$ cat config.mk
export PLATFORM = sky130hd
export DESIGN_NAME = imem_fetch_seq
export DESIGN_NICKNAME = d
export VERILOG_FILES = /design/src/rtl/imem_fetch_seq.sv
export SDC_FILE = /design/constraint.sdc
export NUM_CORES = 1
export LEC_CHECK = 0
export ABC_CLOCK_PERIOD_IN_PS = 8200
export CAP_MARGIN = 0
export CORE_MARGIN = 1
export CORE_UTILIZATION = 53
export DETAILED_ROUTE_END_ITERATION = 10
export PLACE_DENSITY = 0.88
export SYNTH_ARGS = -nofsm -noshare
export SYNTH_HDL_FRONTEND = slang
export SYNTH_SLANG_ARGS = --single-unit
$ cat constraint.sdc
create_clock -name clk_i -period 8.2 [get_ports clk_i]
set_clock_uncertainty 0.2 [all_clocks]
set_input_delay 2.05 -clock clk_i [delete_from_list [all_inputs] [get_ports clk_i]]
set_output_delay 2.05 -clock clk_i [all_outputs]
set_load 0.02 [all_outputs]
$ cat src/rtl/imem_fetch_seq.sv
// Fetch sequencer: owns the PC, reads the combinational instruction memory and
// registers each fetched word into the IF/ID slot. Handles halt words, redirects and faults.
module imem_fetch_seq #(
    parameter int                 WIDTH     = 32,
    parameter int                 DEPTH     = 5,
    parameter logic [31:0]        RESET_PC  = 32'h0000_0000,
    parameter logic [WIDTH-1:0]   HALT_WORD = '1
) (
    input  logic             clk_i,
    input  logic             rst_n_i,
    input  logic             start_i,
    input  logic             stall_i,
    input  logic             redirect_i,
    input  logic [31:0]      redirect_pc_i,
    output logic             imem_rd_en_o,
    output logic [DEPTH-1:0] imem_addr_o,
    input  logic [WIDTH-1:0] imem_data_i,
    output logic [WIDTH-1:0] instr_o,
    output logic [31:0]      pc_o,
    output logic             valid_o,
    output logic             halted_o,
    output logic             fault_o,
    output logic [15:0]      fetch_cnt_o
);

    typedef enum logic [1:0] {S_IDLE, S_RUN, S_HALT} state_t;

    localparam logic [31:0] PC_LIMIT = 32'd4 << DEPTH;
    localparam logic [31:0] LAST_PC  = PC_LIMIT - 32'd4;

    state_t           r_state;
    logic [31:0]      r_pc;
    logic [WIDTH-1:0] r_instr;
    logic [31:0]      r_pc_out;
    logic             r_valid;
    logic             r_fault;
    logic [15:0]      r_cnt;
    logic             w_is_halt;
    logic             w_at_last;

    function automatic logic pc_ok(input logic [31:0] pc);
        return (pc[1:0] == 2'b00) && (pc < PC_LIMIT);
    endfunction

    function automatic logic [15:0] cnt_inc(input logic [15:0] cnt);
        return (cnt == 16'hFFFF) ? cnt : cnt + 16'd1;
    endfunction

    assign w_is_halt = (imem_data_i == HALT_WORD);
    assign w_at_last = (r_pc == LAST_PC);

    always_ff @(posedge clk_i or negedge rst_n_i) begin
        if (!rst_n_i) begin
            r_state  <= S_IDLE;
            r_pc     <= RESET_PC;
            r_instr  <= '0;
            r_pc_out <= '0;
            r_valid  <= 1'b0;
            r_fault  <= 1'b0;
            r_cnt    <= '0;
        end else begin
            case (r_state)
                S_IDLE: begin
                    if (start_i) begin
                        r_state <= S_RUN;
                        r_pc    <= RESET_PC;
                    end
                end
                S_RUN: begin
                    if (redirect_i) begin
                        r_valid <= 1'b0;
                        r_instr <= '0;
                        if (pc_ok(redirect_pc_i)) begin
                            r_pc <= redirect_pc_i;
                        end else begin
                            r_state <= S_HALT;
                            r_fault <= 1'b1;
                        end
                    end else if (!stall_i) begin
                        r_instr  <= imem_data_i;
                        r_pc_out <= r_pc;
                        r_valid  <= 1'b1;
                        r_cnt    <= cnt_inc(r_cnt);
                        // A halt word wins over running off the end: no fault then.
                        if (w_is_halt) begin
                            r_state <= S_HALT;
                        end else if (w_at_last) begin
                            r_state <= S_HALT;
                            r_fault <= 1'b1;
                        end else begin
                            r_pc <= r_pc + 32'd4;
                        end
                    end
                end
                S_HALT: begin
                    // Last delivered word stays valid for exactly one HALT cycle.
                    r_valid <= 1'b0;
                    if (start_i) begin
                        r_state <= S_RUN;
                        r_pc    <= RESET_PC;
                        r_fault <= 1'b0;
                        r_cnt   <= '0;
                    end
                end
                default: r_state <= S_IDLE;
            endcase
        end
    end

    assign imem_rd_en_o = (r_state == S_RUN);
    assign halted_o     = (r_state == S_HALT);
    assign imem_addr_o  = r_pc[DEPTH+1:2];
    assign instr_o      = r_instr;
    assign pc_o         = r_pc_out;
    assign valid_o      = r_valid;
    assign fault_o      = r_fault;
    assign fetch_cnt_o  = r_cnt;

endmodule
==> impl_metrics.json <==
{
  "synth_compound_area_share_pct": 16.2,
  "total_power_mw": 3.12,
  "avgSynthCellArea_um2": 10.3,
  "synthFlopType": "dfrtp_1",
  "yosysSeqAreaShare_pct": 49.4,
  "grt_use_total_pct": 31.9,
  "insertion_delay_ns": 0.52,
  "final_max_slew_viol_count": 0,
  "cts-root-buf": "clkbuf_8",
  "drv_cap": 0,
  "worst-path-stages": 7,
  "placementRows": 38,
  "diodes": 0,
  "ys_ff_latch": 116,
  "vias": 5709,
  "synth_top_area_share_pct": 49.4,
  "r2r_cells": 8,
  "syn_nets": 644,
  "ys_warn_count": 0,
  "power.switching_mw": 1.20,
  "async_flop_share_pct": 100,
  "grt_max_degree": 87,
  "p_leak_nw": 3.40,
  "finalHoldViolCount": 0,
  "wl_per_cell_um": 20.8,
  "fin_util_pct": 75.3,
  "crit_chain": "clkdlybuf4s50_1, nor4_1, nand4_1, o32a_1, nand2_2, nand3_1, o311ai_0",
  "fin_crit_ns": 4.95,
  "yosys-top-cells-count": "dfrtp_1, nand2_1, mux2_2, nand4_1, a22o_1",
  "cts_buffers": 17,
  "crit_buf_inv": 1,
  "place_hpwl_um": 11800,
  "crit_type": "input port to flop",
  "htree_levels": 4,
  "fin_nets": 783,
  "ir_drop_uv": 216,
  "fp.dieW_um": 107,
  "area_delta_synth_final_pct": 38.5,
  "initial_utilization_pct": 54.4,
  "clk_pin_slew_ns": 0.06,
  "ant_nets": 0,
  "antenna_found_initial": 0,
  "die_area_mm2": 0.0115,
  "drtIter0Drc": 770,
  "finalSetupViolCount": 0,
  "finalCritPeriodShare_pct": 60.3,
  "drt-total-wl_um": 17900,
  "rsz0062_at_grt": "false",
  "synth_area_leader_cell": "dfrtp_1",
  "cts-resized-gates": 0,
  "cp_slowest_cell": "o311ai_0",
  "fillers": 704,
  "die_y_um": 107,
  "holdWs_ns": 0.304,
  "drtPass1Iterations": 5,
  "portBuffers": 157,
  "critical_path.max_stage_delay_ns": 0.55,
  "synth.area.mux_share_pct": 7.39,
  "synth_area_leaders": "dfrtp_1, mux2_2, a22o_1, nand4_1, nand2_1",
  "critPathCaptureType": "flop",
  "tritoncts": "done",
  "yosysMostFrequentCell": "dfrtp_1",
  "synth_cells": 569,
  "fin_setup_tns_ns": 0,
  "cts_hold_buf": 0,
  "switching_share_pct": 38.5,
  "relSlewSlack_pct": 23.1,
  "via_per_inst": 6.63,
  "hold_path.class": "flop to flop",
  "boundaryPins": 158,
  "max_freq_mhz": 202,
  "syn-cell-area_mm2": 0.00587,
  "p_per_area_mw_per_mm2": 384,
  "grt_overflow": 0,
  "crit_path_max_fanout": 18,
  "pwr-share-clk_pct": 27.0,
  "route.detailed.drc": 0,
  "hold_path_depth": 1,
  "yosysUniqueCellTypes": 59,
  "start_kind": "input port",
  "core_area_mm2": 0.0108,
  "synth_xor_xnor_area_share_pct": 1.34,
  "arrival_ns": 5.13,
  "synth_fa_ha_area_share_pct": 1.28,
  "grt_pass1_vias": 5596,
  "crit_required_ns": 8.38,
  "design_area_mm2": 0.00813,
  "grt_pass1_wl_um": 28200,
  "worst_pin_slew_ns": 1.15,
  "synth_top_family_by_area": "simple AND/OR/NAND/NOR gates",
  "gp_routability_congestion": 0.900,
  "layout-drive-gt1-share_pct": 11.7,
  "synth-simple-area-share_pct": 20.2,
  "dpl_cell_area_mm2": 0.00746,
  "crit_family": "simple AND/OR/NAND/NOR gates",
  "power_frac_comb_pct": 42.3,
  "p_int_mw": 1.92,
  "clock-sinks": 116,
  "cts.path.max_buffers": 2,
  "status": "completed",
  "sequentialPowerShare_pct": 30.7,
  "synth_edf_count": 0,
  "postCtsSetupRepairBufs": 0
}
per-layer routing:
metal	global-route usage [%]	part of all wire, %	routed length, µm	vias up
met4	14.6	3.4	607	0
met2	52.2	49	8780	387
met1	40.3	39	6910	2779
met3	7.45	9.0	1600	65
li1	-	-	-	2478
met5	0	0	0	-
final timing paths:
| check | startpoint | slack [ns] | to |
|---|---|---|---|
| worst max-delay path | redirect_pc_i[24] | 3.25 | r_pc[12] |
| worst min-delay path | instr_o[19] | 0.30 | instr_o[19] |
| worst max register to register | r_state[0] | 4.75 | r_pc[12] |
| worst min register to register | instr_o[19] | 0.30 | instr_o[19] |
| max in group asynchronous | rst_n_i | 5.12 | fetch_cnt_o[13] |
| min in group asynchronous | rst_n_i | 1.25 | pc_o[23] |
flip-flops by register name (all words and copies together), names as in the netlist:
register     flops
fault_o          1
fetch_cnt_o     16
instr_o         32
pc_o            32
r_pc            32
r_state          2
valid_o          1
through the flow:
| stage | setup WS (ns) | cells |
|---|---|---|
| after global placement | 3.06 | 829 |
| after global routing | 3.08 | 861 |
| final | 3.25 | 861 |
| after floorplan | 4.16 | 569 |
| after detailed placement | 2.96 | 829 |
| after CTS | 3.41 | 861 |
cell families after synthesis:
| group | Yosys count |
|---|---|
| AO/OA/AOI/OAI | 126 |
| XOR/XNOR | 9 |
| flip-flops | 116 |
| adder cells (fa/ha/maj) | 6 |
| multiplexers | 39 |
| AND/OR/NAND/NOR | 219 |
| buffers and inverters | 54 |
cells in the final DEF, fill, tap and decap left out, types with 11 or more instances in the layout:
cell type        Yosys  final
and4_1              12     12
o311ai_0            11     11
o21ai_0             23     23
a22o_1              34     34
nand2_1             46     46
inv_1               11     11
clkbuf_16            0     16
nor4_1              23     23
nand3_1             27     27
mux2_2              35     35
dfrtp_1            116    116
nand4_1             35     35
clkdlybuf4s50_1      0    156
nor3_1              13     12
nor2_1              31     30
area by class of cell:
cell class | instances | area (µm²) | share of cell area, %
multi-input combinational | 399 | 2740 | 33.6
tap | 140 | 175 | 2.15
timing repair buffer | 162 | 1610 | 19.8
clock buffer | 18 | 418 | 5.14
sequential | 116 | 2900 | 35.7
clock inverter | 14 | 249 | 3.06
inverter | 12 | 45.0 | 0.554
power groups by stage:
| stage | registers [mW] | logic [mW] | clock network [mW] |
|---|---|---|---|
| floorplan | 1.10 | 0.606 | 0 |
| global placement | 0.946 | 1.26 | 0 |
| detailed placement | 0.961 | 1.29 | 0 |
| CTS | 0.954 | 1.31 | 0.847 |
| global route | 0.985 | 1.40 | 0.877 |
| finish | 0.958 | 1.32 | 0.843 |
(Power assumes the default switching activity.)
